## config.mk

```make
export PLATFORM = sky130hd
export DESIGN_NAME = quad_decoder
export DESIGN_NICKNAME = d
export VERILOG_FILES = /design/src/rtl/quad_pkg.sv /design/src/rtl/quad_chan_filter.sv /design/src/rtl/quad_decoder.sv
export SDC_FILE = /design/constraint.sdc
export NUM_CORES = 1
export LEC_CHECK = 0
export CAP_MARGIN = 15
export CORE_MARGIN = 10
export CORE_UTILIZATION = 56
export CTS_CLUSTER_DIAMETER = 60
export CTS_CLUSTER_SIZE = 20
export DETAILED_ROUTE_END_ITERATION = 10
export PLACE_DENSITY = 0.81
export SKIP_LAST_GASP = 1
export SLEW_MARGIN = 20
export SYNTH_ARGS = -nofsm -noshare
export SYNTH_HDL_FRONTEND = slang
export SYNTH_SLANG_ARGS = --single-unit
```

## constraint.sdc

```tcl
create_clock -name clk -period 4 [get_ports clk]
set_input_delay 1 -clock clk [delete_from_list [all_inputs] [get_ports clk]]
set_output_delay 1 -clock clk [all_outputs]
set_load 0.03 [all_outputs]
```

## src/rtl/quad_pkg.sv

```systemverilog
// Shared definitions for the quadrature decoder: FSM states, Gray-code phase
// constants ({A,B}) and the forward-step helper used by decode and bench.
package quad_pkg;

    typedef enum logic {
        ST_INIT = 1'b0,
        ST_RUN  = 1'b1
    } state_t;

    localparam logic [1:0] Q00 = 2'b00;
    localparam logic [1:0] Q10 = 2'b10;
    localparam logic [1:0] Q11 = 2'b11;
    localparam logic [1:0] Q01 = 2'b01;

    // Phase reached by one count-up step (A leads B): 00 -> 10 -> 11 -> 01 -> 00.
    function automatic logic [1:0] next_up(input logic [1:0] s);
        logic [1:0] n;
        case (s)
            Q00:     n = Q10;
            Q10:     n = Q11;
            Q11:     n = Q01;
            default: n = Q00;
        endcase
        return n;
    endfunction

endpackage

```

## src/rtl/quad_chan_filter.sv

```systemverilog
// One encoder channel: metastability synchroniser followed by a stability
// filter. A new synced level is accepted only after FILTER consecutive cycles
// of disagreement with the current output; i_bypass makes the output follow the
// synced level directly (used while the decoder initialises).
module quad_chan_filter #(
    parameter int SYNC_STAGES = 2,
    parameter int FILTER      = 3
) (
    input  logic clk,
    input  logic reset,
    input  logic i_async,
    input  logic i_bypass,
    output logic o_level
);

    localparam int CW = (FILTER < 2) ? 1 : $clog2(FILTER + 1);

    logic [SYNC_STAGES-1:0] r_sync;
    logic [CW-1:0]          r_cnt;
    logic                   r_level;
    logic                   w_synced;

    assign w_synced = r_sync[SYNC_STAGES-1];
    assign o_level  = r_level;

    // Shift the asynchronous pin through the synchroniser chain.
    // NOTE: clocked state uses non-blocking assignments so every flop samples
    // the pre-edge value of its neighbour; blocking here would collapse the chain.
    always_ff @(posedge clk or posedge reset) begin
        if (reset) begin
            r_sync <= '0;
        end else begin
            r_sync <= {r_sync[SYNC_STAGES-2:0], i_async};
        end
    end

    // Accept a new level only once it has disagreed for FILTER cycles in a row.
    always_ff @(posedge clk or posedge reset) begin
        if (reset) begin
            r_cnt   <= '0;
            r_level <= 1'b0;
        end else if (i_bypass) begin
            r_level <= w_synced;
            r_cnt   <= '0;
        end else if (w_synced == r_level) begin
            r_cnt   <= '0;
        end else if (r_cnt == CW'(FILTER - 1)) begin
            r_level <= w_synced;
            r_cnt   <= '0;
        end else begin
            r_cnt   <= r_cnt + CW'(1);
        end
    end

endmodule

```

## src/rtl/quad_decoder.sv

```systemverilog
// Quadrature decoder top: filters both channels, holds off decoding while the
// pipeline fills after reset, then turns single-bit Gray transitions into a
// step strobe, direction and wrapping position; double-bit jumps set err.
module quad_decoder
    import quad_pkg::*;
#(
    parameter int WIDTH       = 16,
    parameter int SYNC_STAGES = 2,
    parameter int FILTER      = 3
) (
    input  logic             clk,
    input  logic             reset,
    input  logic             a_in,
    input  logic             b_in,
    input  logic             enable,
    input  logic             clear,
    output logic             step,
    output logic             dir,
    output logic [WIDTH-1:0] position,
    output logic             err
);

    // Decoding is suppressed until the synchroniser, the bypassed filter and
    // prev all hold the encoder's resting phase.
    localparam int INIT_LEN = SYNC_STAGES + 2;
    localparam int ICW      = $clog2(INIT_LEN + 1);

    state_t           r_state;
    logic [ICW-1:0]   r_init_cnt;
    logic [1:0]       r_prev;
    logic             r_step;
    logic             r_dir;
    logic             r_err;
    logic [WIDTH-1:0] r_pos;

    logic       w_a_filt;
    logic       w_b_filt;
    logic       w_bypass;
    logic [1:0] w_cur;
    logic       w_up;
    logic       w_down;
    logic       w_illegal;

    assign w_bypass = (r_state == ST_INIT);

    quad_chan_filter #(.SYNC_STAGES(SYNC_STAGES), .FILTER(FILTER)) u_filt_a (
        .clk      (clk),
        .reset    (reset),
        .i_async  (a_in),
        .i_bypass (w_bypass),
        .o_level  (w_a_filt)
    );

    quad_chan_filter #(.SYNC_STAGES(SYNC_STAGES), .FILTER(FILTER)) u_filt_b (
        .clk      (clk),
        .reset    (reset),
        .i_async  (b_in),
        .i_bypass (w_bypass),
        .o_level  (w_b_filt)
    );

    assign w_cur     = {w_a_filt, w_b_filt};
    assign w_up      = (w_cur == next_up(r_prev));
    assign w_down    = (r_prev == next_up(w_cur));
    assign w_illegal = ((w_cur ^ r_prev) == 2'b11);

    assign step     = r_step;
    assign dir      = r_dir;
    assign position = r_pos;
    assign err      = r_err;

    // Hold INIT for a fixed number of cycles after reset release, then run.
    always_ff @(posedge clk or posedge reset) begin
        if (reset) begin
            r_state    <= ST_INIT;
            r_init_cnt <= '0;
        end else if (r_state == ST_INIT) begin
            if (r_init_cnt == ICW'(INIT_LEN - 1)) begin
                r_state <= ST_RUN;
            end else begin
                r_init_cnt <= r_init_cnt + ICW'(1);
            end
        end
    end

    // Track the previous filtered phase every cycle, including INIT and enable=0.
    always_ff @(posedge clk or posedge reset) begin
        if (reset) begin
            r_prev <= Q00;
        end else begin
            r_prev <= w_cur;
        end
    end

    // Decode transitions into step/dir/position/err; clear overrides position and err.
    always_ff @(posedge clk or posedge reset) begin
        if (reset) begin
            r_step <= 1'b0;
            r_dir  <= 1'b0;
            r_err  <= 1'b0;
            r_pos  <= '0;
        end else begin
            r_step <= 1'b0;
            if (r_state == ST_RUN) begin
                if (w_up || w_down) begin
                    r_dir <= w_up;
                    if (enable) begin
                        r_step <= 1'b1;
                        r_pos  <= w_up ? r_pos + WIDTH'(1) : r_pos - WIDTH'(1);
                    end
                end else if (w_illegal) begin
                    r_err <= 1'b1;
                end
            end
            if (clear) begin
                r_pos <= '0;
                r_err <= 1'b0;
            end
        end
    end

endmodule

```

# Word level (Yosys, flattened, before mapping)
# Index checks and enable logic that the tools add are counted.
[totals]
register_bits = 35
inputBits = 6
[classes]
n_eq_ne = 17
add_sub_neg = 5
n_bitwise = 3
mux = 28
reduce_logical = 13
[ops]
columns = ["op", "n"]
rows = [
  ["two-way mux 16 bit", 5],
  ["adder 16 x 1 -> 16 bit (second input constant)", 1],
  ["subtractor 16 x 1 -> 16 bit (second input constant)", 1],
  ["two-way mux 1 bit", 15],
  ["== test 2 bit (second input constant)", 7],
  ["two-way mux 2 bit", 6],
  ["one-hot mux 2 bit (3 select lines)", 2],
  ["AND reduction 2 bit", 4],
  ["nonzero test 2 bit", 4],
  ["!= test 2 bit (second input constant)", 3],
  ["AND reduction 3 bit", 2],
  ["adder 2 x 1 -> 2 bit (second input constant)", 2],
  ["== test 2 bit", 2],
  ["logical NOT 2 bit", 2],
  ["!= test 2 x 1 -> 1 bit (second input constant)", 2],
  ["adder 3 x 1 -> 3 bit (second input constant)", 1],
  ["== test 3 x 2 -> 1 bit (second input constant)", 1],
  ["== test 1 bit", 2],
  ["inverter 1 bit", 2],
  ["XOR 2 bit", 1],
  ["logical OR 1 bit", 1],
]

# Longest topological paths before layout
# Gate-level depths: netlist of run 1.
[logic_depth]
word_depth = 8
depth_mapped = 9

# Modules after synthesis
# A second synthesis of run 1 with hierarchy kept.
[unflattened]
cells_unflattened = 221
hier_area_um2 = 2113.3
[by_module_without_submodules]
columns = ["module", "area_per_inst_um2", "seq_area_each_um2", "cells_each", "instances"]
rows = [
  ["quad_decoder", 1770.4, 625.6, 195, 1],
  ["quad_chan_filter", 171.4, 125.1, 13, 2],
]

# Worst setup path before layout of run 1
# OpenSTA, ideal clock, no wires.
[synth_timing]
path_type = "register -> register"
startpoint = "register u_filt_b.r_level, in the netlist u_filt_b.o_level"
endpoint = "register r_pos[15], in the netlist position[15]"
period_less_slack_ns = 2.896
required_time_ns = 3.872
path_slack_ns = 1.104
t_arrival_ns = 2.768
stages_incl_launch_ff = 10
path_buffers = 0
cell_sequence = "dfrtp_1 -> xor2_1 -> nand2b_1 -> ha_1 -> o21ai_1 -> nor4b_2 -> o211ai_1 -> a32oi_2 -> mux2i_1 -> mux2_1"
[synth_via]
elab_chain_cells = 6
word_cells_on_any_way = 14
cone_classes = "eq/ne: 4; mux: 6; reduce/logical: 4"
[synth_rtl]
columns = ["item", "line_no", "rtl"]
rows = [
  ["start, declared", "quad_chan_filter.sv:20", "logic r_level;"],
  ["start signal, assigned", "quad_chan_filter.sv:43", "r_level <= w_synced;"],
  ["start signal, assigned", "quad_chan_filter.sv:48", "r_level <= w_synced;"],
  ["== test 2 bit (tied with other cells)", "quad_pkg.sv:18", "case (s)"],
  ["one-hot mux 2 bit (3 select lines) or two-way mux 16 bit (tied branches)", "quad_pkg.sv:18, quad_decoder.sv:109", ""],
  ["== test 2 bit or two-way mux 16 bit (tied branches)", "quad_decoder.sv:64, quad_decoder.sv:107", ""],
  ["logical OR 1 bit or two-way mux 16 bit (tied branches)", "quad_decoder.sv:105", "if (w_up || w_down) begin"],
  ["nonzero test 2 bit (no line) or two-way mux 16 bit (tied branches)", "n/a", ""],
  ["AND reduction 3 bit (no line) or two-way mux 16 bit (tied branches)", "n/a", ""],
  ["end signal, assigned", "quad_decoder.sv:109", "r_pos <= w_up ? r_pos + WIDTH'(1) : r_pos - WIDTH'(1);"],
  ["end, declared", "quad_decoder.sv:34", "logic [WIDTH-1:0] r_pos;"],
]
# Several ways; a longest one is shown, not always the timed one. The select of a mux whose other input is x is not followed.
# A chain may end at the register's enable or synchronous reset.

# Worst setup path in the final report of run 1
[layout_timing]
startpoint = "register u_filt_a.r_level, in the netlist u_filt_a.o_level"
endpoint = "register r_pos[15], in the netlist position[15]"
[layout_via]
elab_chain_cells = 6
word_cells_on_any_way = 14
cone_classes = "eq/ne: 4; mux: 6; reduce/logical: 4"
[layout_rtl]
columns = ["item", "line_no"]
rows = [
  ["start, declared", "quad_chan_filter.sv:20"],
  ["start signal, assigned", "quad_chan_filter.sv:43"],
  ["start signal, assigned", "quad_chan_filter.sv:48"],
  ["== test 2 bit (tied with other cells)", "quad_pkg.sv:18"],
  ["one-hot mux 2 bit (3 select lines) or two-way mux 16 bit (tied branches)", "quad_pkg.sv:18, quad_decoder.sv:109"],
  ["== test 2 bit or two-way mux 16 bit (tied branches)", "quad_decoder.sv:64, quad_decoder.sv:107"],
  ["logical OR 1 bit or two-way mux 16 bit (tied branches)", "quad_decoder.sv:105"],
  ["nonzero test 2 bit (no line) or two-way mux 16 bit (tied branches)", "n/a"],
  ["AND reduction 3 bit (no line) or two-way mux 16 bit (tied branches)", "n/a"],
]
# Several ways; a longest one is shown, not always the timed one. The select of a mux whose other input is x is not followed.

==> impl_summary.txt, run 1 <==
----------------------------------------------------
[Route]
  Pre-antenna DRT Iters ... 5
  Via total after detailed routing ... 1681
  Drt wl/cell ... 14.66 um
  Number of remaining DRC errors ... 0
  Iteration-0 DRC count of the detailed router ... 122
  Overall routed net length ... 4382 um
  Via-per-instance ratio ... 5.622
  ANT nets after route ... 0

[Worst setup path]
  CP top delay family ... simple AND/OR/NAND/NOR gates
  Critical path endpoint category ... flip-flop
  Sort of element at the start of the critical path ... flip-flop
  R2r endpoint ... position[15]
  Endpoint arrival time on the critical path ... 3470 ps
  Critical register-to-register path startpoint ... u_filt_a.o_level
  Path depth of the worst reg2reg path ... 9
  Number of stages on the worst setup path ... 9
  Crit path from ... u_filt_a.o_level
  Critical Path Fanout Max ... 19
  Critical path destination ... position[15]
  Cell chain of the critical path ... xor2_1, nand2b_1, ha_1, o21ai_1, nor4b_2, o211ai_1, a32oi_2, mux2i_1, mux2_1
  Slowest cell on the critical path ... ha_1
  WP data required ... 4170 ps
  Startpoint-to-endpoint class of the critical path ... reg -> reg
  Worst stage delay on the critical path ... 580 ps
  Buffering stage count on the worst path with inverters included ... 0
  Reg2Reg Setup Slack ... 690 ps

[Synthesis]
  Fraction of synthesized cell area in xor and xnor cells ... 7.033%
  Post-synth EDFFs ... 0
  Synthesized net count ... 246
  Synthesized-area fraction occupied by ao, oa, aoi and oai cells ... 15.78%
  Synth warn ... 0
  Most common flop cell mapped by yosys ... dfrtp_1
  Main combinational cell family by area after synthesis ... simple AND/OR/NAND/NOR gates
  Post-Syn Instances ... 221
  Synth Area in Simple Gates ... 17.97%
  Share of synthesized registers carrying an async set or reset ... 100.0%
  Adder-cell area share of the yosys netlist ... 11.58%
  Mapped Area ... 2117 um2
  Syn Area/Cell ... 9.579 um2
  Register area share after synthesis ... 41.37%
  Mux cell area share after synthesis ... 3.546%
  Post-synthesis cell type count ... 43
  Post-synthesis register bit count ... 35

[Global routing]
  Largest net degree at the start of global routing ... 36
  First-pass GRT wire length ... 7776 um
  Overall global routing resource usage ... 14.65%
  Number of antenna violations at the first check in global routing ... 0
  Sum of overflow across all layers after global routing ... 0
  Vias in the first global route ... 1771

[STA]
  Post-route clock skew ... 9.221 ps
  Accumulated negative setup slack ... 0 ps
  Crit share post-route ... 82.69%
  Setup ws final ... 692.3 ps
  Achievable clock frequency ... 302.3 MHz
  Slew at the pin closest to its max-slew limit ... 854.4 ps
  Endpoints failing setup ... 0
  Unrepaired setup endpoints after global routing ... no
  Min Tclk post-route ... 3308 ps
  Final Hold Viols ... 0
  Slew Limit Fails ... 0
  Relative slew margins ... 42.86%

[CTS]
  Post-CTS resize count ... 0
  Clock insertion delay at the later pin of the skew report ... 290 ps
  Clock input transition at the sequential cells of the worst setup and hold paths ... 80 ps
  Number of buffers added for setup after CTS ... 0
  Hold_buf cts ... 0
  Clock buffer count from CTS ... 5
  Maximum number of buffers from clock root to sink ... 2
  Number of H-tree branching levels ... 2
  CTS root buf ... clkbuf_8
  TritonCTS clock tree ... built
  CTS sink count ... 35

[Min path]
  Hold/Removal Path Class ... reg -> reg
  Number of stages on the worst hold path ... 0
  Hold_sp ... u_filt_a.r_sync[0]

[Die]
  Number of top-level design ports ... 25
  Number of placement rows ... 22
  DIE AREA ... 6640 um2
  DIE WIDTH ... 81.49 um
  Height of the chip ... 81.49 um
  Core region area ... 3661 um2
  Initial cell density of the core ... 57.83%

[Placement]
  Final weighted congestion in routability-driven placement ... 0.8423
  Post-placement setup slack ... 738.8 ps
  I/O Buffers ... 24
  Half-perimeter wire length of the detailed placement result ... 3106 um

[Finish]
  Highest-count cells in the layout ignoring fill and taps ... dfrtp_1 (35), nand2_1 (26), clkdlybuf4s50_1 (24)
  Area grow syn2layout ... 19.50%
  Leading cell type in the layout, fill and taps excluded ... dfrtp_1
  Final core utilization ... 69.10%
  Count of filler cells inserted in the layout ... 289
  Ant. Diodes ... 0
  Number of nets in the layout ... 276
  Fraction of layout instances using a drive strength above 1 ... 6.375%

[Status]
  Result of the run ... finished clean

[Flow run]
  Max Cap Violations ... 0

----------------------------------------------------
## cells by family (layout without fill, tap and decap cells)
| group | count (synthesis) | after routing |
|---|---|---|
| xor+xnor | 17 | 17 |
| mux | 7 | 7 |
| simple gates | 73 | 73 |
| compound gates | 55 | 55 |
| fa+ha+maj | 19 | 19 |
| flops | 35 | 35 |
| buf+inv | 15 | 45 |
## worst min path at each step
stage | endpoint | slack, ps
global route | u_filt_a.r_sync[1] | 360
global placement | u_filt_b.r_sync[1] | 330
detailed placement | u_filt_a.r_sync[1] | 330
CTS | u_filt_a.r_sync[1] | 350
floorplan | u_filt_a.r_sync[1] | 330
finish | u_filt_a.r_sync[1] | 350
## metrics by stage
step,std cells,hold WS (ps),area (um2)
finish,299,349.0,2530
global route,299,356.2,2530
CTS,299,350.2,2530
detailed placement,292,334.7,2424
global placement,292,332.0,2424
floorplan,221,331.2,2117
## synth_stat cells, types with 2 or more instances
| cell | n | area share [%] |
|---|---|---|
| o21ai_0 | 14 | 3.3 |
| ha_1 | 18 | 11 |
| nand2_1 | 26 | 4.6 |
| nor4_1 | 2 | 0.59 |
| mux2_2 | 3 | 1.6 |
| inv_1 | 11 | 2.0 |
| mux2i_1 | 3 | 1.4 |
| a21o_1 | 3 | 1.1 |
| nand3_1 | 5 | 1.2 |
| xnor2_1 | 11 | 4.6 |
| nor4b_1 | 3 | 1.2 |
| dfrtp_1 | 35 | 41 |
| nor3_1 | 4 | 0.95 |
| clkbuf_1 | 3 | 0.53 |
| nand2b_1 | 2 | 0.59 |
| nand3b_1 | 5 | 1.8 |
| a211oi_1 | 5 | 1.8 |
| nor2_1 | 14 | 2.5 |
| a31oi_1 | 3 | 0.89 |
| o21bai_1 | 2 | 0.71 |
| a21oi_1 | 21 | 5.0 |
| and2_1 | 2 | 0.59 |
| xor2_1 | 6 | 2.5 |
## sequential cells by signal, indices dropped and copies added, names as in the netlist
name,cells
u_filt_b.o_level,1
step,1
u_filt_b.r_sync,2
err,1
u_filt_b.r_cnt,2
position,16
u_filt_a.r_cnt,2
u_filt_a.o_level,1
u_filt_a.r_sync,2
r_state,1
r_init_cnt,3
r_prev,2
dir,1
## layout make-up
cell class	count	area [um2]	share of cell area [%]
Tap cell	48	60.06	2.374
Inverter	11	41.29	1.632
Timing Repair Buffer	27	262.8	10.39
Sequential cell	35	875.8	34.62
Multi-Input combinational cell	171	1184	46.79
Clock buffer	5	68.82	2.720
Clock inverter	2	37.54	1.484
## worst register-to-register path: cells and delay by family, from the launching register on
kind | cells | cell delay, ps
fa+ha+maj | 1 | 590
simple gates | 2 | 810
compound gates | 3 | 520
flops | 1 | 450
xor+xnor | 1 | 250
mux | 2 | 560
## layer usage
layer  wire (um)  global-route usage [%]  up-vias
met5           0                       0        -
met4          46                   5.017        0
met3         278                   5.240        4
met2        2074                   23.85       46
met1        1981                   17.57      778
li1            -                       -      853
Power of run 1 is left out: the tool's default activity adds up to more than one toggle a clock period on the data nets, which glitch-free logic cannot reach.
==> run 2, diff against run 1 <==
==> constraint.sdc (replaced) <==
create_clock -name clk -period 3.1 [get_ports clk]
set_input_delay 0.775 -clock clk [delete_from_list [all_inputs] [get_ports clk]]
set_output_delay 0.775 -clock clk [all_outputs]
set_load 0.03 [all_outputs]
==> impl_summary.txt, run 2 (synthesis results as in run 1) <==
----------------------------------------------------
[Status]
  Result of the run ... finished clean

[STA]
  Post-route clock skew ... 4.297 ps (-4.924 ps)
  Setup ws final ... 261.0 ps (-431.4 ps)
  Slew Limit Fails ... 0 (unchanged)
  Crit share post-route ... 91.58% (+8.9 points)
  Achievable clock frequency ... 352.2 MHz (+17%)
  Final Hold Viols ... 0 (unchanged)
  Endpoints failing setup ... 0 (unchanged)
  Min Tclk post-route ... 2839 ps (-468.6 ps)
  Slew at the pin closest to its max-slew limit ... 434.8 ps (-419.6 ps)
  Unrepaired setup endpoints after global routing ... no
  Relative slew margins ... 71.01% (+28 points)

[Finish]
  Area grow syn2layout ... 20.27%
  Leading cell type in the layout, fill and taps excluded ... dfrtp_1
  Number of nets in the layout ... 279 (+1.1%)
  Ant. Diodes ... 0 (unchanged)
  Flip-flop count of the largest register, all copies and words added ... 16 (unchanged)
  Final core utilization ... 69.55% (+0.44 points)
  Highest-count cells in the layout ignoring fill and taps ... dfrtp_1 (35), nand2_1 (26), clkdlybuf4s50_1 (24)
  Fraction of layout instances using a drive strength above 1 ... 8.661% (+2.3 points)

[Die]
  Initial cell density of the core ... 57.83% (unchanged)
  Core region area ... 3661 um2 (unchanged)
  DIE WIDTH ... 81.49 um (unchanged)
  Number of placement rows ... 22 (unchanged)
  Number of top-level design ports ... 25 (unchanged)
  DIE AREA ... 6640 um2 (unchanged)
  Height of the chip ... 81.49 um (unchanged)

[Worst setup path]
  R2r endpoint ... position[15]
  Sort of element at the start of the critical path ... flip-flop
  Critical path endpoint category ... flip-flop
  Startpoint-to-endpoint class of the critical path ... reg -> reg
  Critical Path Fanout Max ... 13 (-6)
  Critical register-to-register path startpoint ... u_filt_a.o_level
  WP data required ... 3270 ps (-900 ps)
  Crit path from ... u_filt_a.o_level
  Reg2Reg Setup Slack ... 260 ps (-430 ps)
  Path depth of the worst reg2reg path ... 9 (unchanged)
  Endpoint arrival time on the critical path ... 3010 ps (-460 ps)

[Route]
  Pre-antenna DRT Iters ... 4 (-1)
  Overall routed net length ... 4355 um (-0.62%)
  ANT nets after route ... 0 (unchanged)
  Via-per-instance ratio ... 5.695 (+1.3%)
  Iteration-0 DRC count of the detailed router ... 141 (+16%)
  Drt wl/cell ... 14.42 um (-1.6%)
  Number of remaining DRC errors ... 0 (unchanged)
  Via total after detailed routing ... 1720 (+2.3%)

[Min path]
  Number of stages on the worst hold path ... 0 (unchanged)
  Hold_sp ... u_filt_a.r_sync[0]
  Hold/Removal Path Class ... reg -> reg
  Min-Delay Endpoint ... u_filt_a.r_sync[1]

[CTS]
  TritonCTS clock tree ... built
  CTS root buf ... clkbuf_8
  Number of H-tree branching levels ... 2 (unchanged)
  Clock buffer count from CTS ... 5 (unchanged)
  Clock input transition at the sequential cells of the worst setup and hold paths ... 70 ps (about the same)
  Maximum number of buffers from clock root to sink ... 2 (unchanged)
  Hold_buf cts ... 0 (unchanged)
  Clock insertion delay at the later pin of the skew report ... 290 ps (about the same)
  CTS sink count ... 35 (unchanged)

[Placement]
  Post-placement setup slack ... -15.97 ps (-754.7 ps)
  Final weighted congestion in routability-driven placement ... 0.9057 (+7.5%)
  I/O Buffers ... 24 (unchanged)
  Half-perimeter wire length of the detailed placement result ... 3276 um (+5.5%)

[Global routing]
  Number of antenna violations at the first check in global routing ... 0 (unchanged)
  Largest net degree at the start of global routing ... 36 (unchanged)
  Sum of overflow across all layers after global routing ... 0 (unchanged)
  First-pass GRT wire length ... 7596 um (-2.3%)
  Overall global routing resource usage ... 14.46% (-0.19 points)
  Vias in the first global route ... 1654 (-6.6%)

[Flow run]
  Max Cap Violations ... 0 (unchanged)

----------------------------------------------------
-- run 2: cell types whose count changed in the layout (fill, tap and decap cells not counted), sizes merged --
cell,change
bufinv,-1
clkinv,+2
buf,+3
clkinvlp,-1
-- run 2: what timing repair did --
action / CTS / global route
gates resized for setup: 1 / 3
setup endpoints to repair: 1 / 1
setup buffers: 0 / 0
gates cloned: 0 / 0
-- run 2: worst max path at each step --
stage | slack [ps] | endpoint
after floorplan | 200 | position[15]
after global placement | 100 | position[15]
after detailed placement | -20 | position[15]
after CTS | 150 | position[15]
after global routing | 70 | position[15]
final | 260 | position[15]
-- run 2: critical path, stage by stage, from the launching register on --
cell and delay [ps]:
dfrtp_1 460, xor2_2 280, nand2b_4 170, ha_1 390
o21ai_1 100, nor4b_2 330, o211ai_1 180, a32oi_2 230
mux2i_1 220, mux2_1 340
-- run 2: metrics by stage --
stage                     TNS (ps)  hold slack [ps]  cell area [um2]  cells
after floorplan                  0            331.2             2117    221
after global placement           0            332.7             2446    295
after detailed placement    -15.97            335.5             2446    295
after CTS                        0            351.2             2531    302
after global routing             0            356.8             2546    302
final                            0            350.5             2546    302
-- run 2: layout make-up --
cell class	count	area, um2
multi-input combinational	171	1201
fill	273	1115
sequential	35	875.8
timing repair buffer	30	285.3
clock buffer	5	68.82
tap	48	60.06
inverter	11	41.29
clock inverter	2	13.76
-- run 2: metal layers --
metal | wire (um) | global-route usage (%) | vias up
met4 | 74 | 5.536 | 0
met2 | 1968 | 22.35 | 46
met5 | 0 | 0 | -
met3 | 303 | 4.803 | 10
li1 | - | - | 858
met1 | 2009 | 18.34 | 806
Power of run 2 is left out for the same reason.
==> run 3, diff against run 2 <==
==> constraint.sdc (replaced) <==
create_clock -name clk -period 3.2 [get_ports clk]
set_input_delay 0.8 -clock clk [delete_from_list [all_inputs] [get_ports clk]]
set_output_delay 0.8 -clock clk [all_outputs]
set_load 0.03 [all_outputs]
==> impl_summary.txt, run 3 (synthesis results as in run 1) <==
----------------------------------------------------
[Placement]
  Half-perimeter wire length of the detailed placement result ... 3234 um (-1.3%)
  Placed Cells incl. Taps ... 294 (-0.34%)
  Post-placement setup slack ... 39.21 ps (+55.17 ps)
  Final weighted congestion in routability-driven placement ... 0.8771 (-3.2%)
  I/O Buffers ... 24 (unchanged)

[STA]
  Setup ws final ... 261.3 ps (+0.3580 ps)
  Min Tclk post-route ... 2939 ps (+99.64 ps)
  Endpoints failing setup ... 0 (unchanged)
  Slew Limit Fails ... 0 (unchanged)
  Crit share post-route ... 91.83% (+0.25 points)
  Final Hold Viols ... 0 (unchanged)
  Post-route clock skew ... 6.720 ps (+2.423 ps)
  Achievable clock frequency ... 340.3 MHz (-3.4%)
  Slew at the pin closest to its max-slew limit ... 569.1 ps (+134.4 ps)
  Relative slew margins ... 61.94% (-9.1 points)
  Unrepaired setup endpoints after global routing ... no
  Worst Hold Margin ... 349.8 ps (-0.7350 ps)
  Accumulated negative setup slack ... 0 ps (unchanged)

[Worst setup path]
  Buffering stage count on the worst path with inverters included ... 0 (unchanged)
  Critical Path Fanout Max ... 14 (+1)
  Sort of element at the start of the critical path ... flip-flop
  Reg2Reg Setup Slack ... 260 ps (about the same)
  Worst stage delay on the critical path ... 450 ps (about the same)
  Slowest cell on the critical path ... dfrtp_1
  Crit path from ... u_filt_a.o_level
  Critical path endpoint category ... flip-flop
  Critical path destination ... position[15]
  Startpoint-to-endpoint class of the critical path ... reg -> reg
  WP data required ... 3380 ps (+110 ps)
  CP top delay family ... simple AND/OR/NAND/NOR gates
  R2r endpoint ... position[15]
  Endpoint arrival time on the critical path ... 3120 ps (+110 ps)
  Cell chain of the critical path ... xor2_1, nand2b_4, ha_1, nand2_1, nor4b_2, o211ai_1, a32oi_2, mux2i_1, mux2_1
  Critical register-to-register path startpoint ... u_filt_a.o_level
  Number of stages on the worst setup path ... 9 (unchanged)
  Path depth of the worst reg2reg path ... 9 (unchanged)

[Global routing]
  Number of antenna violations at the first check in global routing ... 0 (unchanged)
  Overall global routing resource usage ... 14.43% (-0.026 points)
  Sum of overflow across all layers after global routing ... 0 (unchanged)
  First-pass GRT wire length ... 7617 um (+0.28%)
  Met3 routing resource usage after global routing ... 4.367% (-0.44 points)
  Layer with the highest usage ... met2
  Vias in the first global route ... 1567 (-5.3%)
  Largest net degree at the start of global routing ... 36 (unchanged)
  Met1 Resource Use GR ... 19.18% (+0.84 points)
  Met2 Use GR ... 21.56% (-0.79 points)

[Die]
  DIE WIDTH ... 81.49 um (unchanged)
  Number of placement rows ... 22 (unchanged)
  Height of the chip ... 81.49 um (unchanged)
  Number of top-level design ports ... 25 (unchanged)
  DIE AREA ... 6640 um2 (unchanged)
  Core region area ... 3661 um2 (unchanged)
  Initial cell density of the core ... 57.83% (unchanged)

[CTS]
  CTS sink count ... 35 (unchanged)
  Clock input transition at the sequential cells of the worst setup and hold paths ... 80 ps (about the same)
  Hold_buf cts ... 0 (unchanged)
  Number of buffers added for setup after CTS ... 0 (unchanged)
  Maximum number of buffers from clock root to sink ... 2 (unchanged)
  Number of H-tree branching levels ... 2 (unchanged)
  TritonCTS clock tree ... built
  Clock insertion delay at the later pin of the skew report ... 290 ps (about the same)
  CTS root buf ... clkbuf_8
  Clock buffer count from CTS ... 5 (unchanged)

[Finish]
  Highest-count cells in the layout ignoring fill and taps ... dfrtp_1 (35), nand2_1 (26), clkdlybuf4s50_1 (24)
  Leading cell type in the layout, fill and taps excluded ... dfrtp_1
  Fin cells ... 302 (unchanged)
  Flip-flop count of the largest register, all copies and words added ... 16 (unchanged)
  Fraction of layout instances using a drive strength above 1 ... 7.874% (-0.79 points)
  Count of filler cells inserted in the layout ... 291 (+6.6%)
  Area grow syn2layout ... 20.21% (about the same)
  Number of nets in the layout ... 278 (-0.36%)
  Ant. Diodes ... 0 (unchanged)

[Status]
  Result of the run ... finished clean

[Route]
  Drt wl/cell ... 14.60 um (+1.2%)
  Overall routed net length ... 4408 um (+1.2%)
  Iteration-0 DRC count of the detailed router ... 138 (-2.1%)
  Pre-antenna DRT Iters ... 4 (unchanged)
  Via total after detailed routing ... 1702 (-1.0%)
  Number of remaining DRC errors ... 0 (unchanged)
  ANT nets after route ... 0 (unchanged)
  Via-per-instance ratio ... 5.636 (-1.0%)

[Min path]
  Hold/Removal Path Class ... reg -> reg

[Flow run]
  Max Cap Violations ... 0 (unchanged)

----------------------------------------------------
## run 3: final cells by class
class / count / area (um2) / area share [%]
clock buffers: 6 / 82.58 / 3.245
clock inverters: 2 / 16.27 / 0.6391
inverters: 11 / 41.29 / 1.622
multi-input cells: 171 / 1191 / 46.80
flip-flops and latches: 35 / 875.8 / 34.41
well taps: 48 / 60.06 / 2.360
repair buffers: 29 / 277.8 / 10.91
## run 3: worst register-to-register path, cell delays in order, from the launching register on
cell,delay (ps)
dfrtp_1,450
xor2_1,380
nand2b_4,200
ha_1,440
nand2_1,100
nor4b_2,280
o211ai_1,180
a32oi_2,240
mux2i_1,220
mux2_1,330
## run 3: routing by layer
layer  routed length (um)  up-vias
li1                     -      857
met1                 2071      795
met2                 2005       42
met3                  256        8
met4                   74        0
met5                    0        -
## run 3: timing repair
| action | CTS | global route |
|---|---|---|
| gates cloned | 0 | 0 |
| gates resized for setup | 1 | 1 |
| endpoints found under the hold margin | 0 | 0 |
| endpoints found under the setup margin | 1 | 1 |
## run 3: worst min path at each step
stage	cells after the start	slack, ps	endpoint	from
6_report	0	350	u_filt_b.r_sync[1]	u_filt_b.r_sync[0]
5_1_grt	0	370	u_filt_a.r_sync[1]	u_filt_a.r_sync[0]
4_1_cts	0	350	u_filt_b.r_sync[1]	u_filt_b.r_sync[0]
3_5_place_dp	0	340	u_filt_b.r_sync[1]	u_filt_b.r_sync[0]
3_3_place_gp	0	330	u_filt_a.r_sync[1]	u_filt_a.r_sync[0]
2_1_floorplan	0	330	u_filt_a.r_sync[1]	u_filt_a.r_sync[0]
## run 3: metrics by stage
stage                     util (%)  instance area, um2
after floorplan                  -                2117
after global placement       66.61                2439
after detailed placement     66.61                2439
after CTS                    69.38                2540
after global routing         69.51                2545
final                        69.51                2545
Power of run 3 is left out for the same reason.
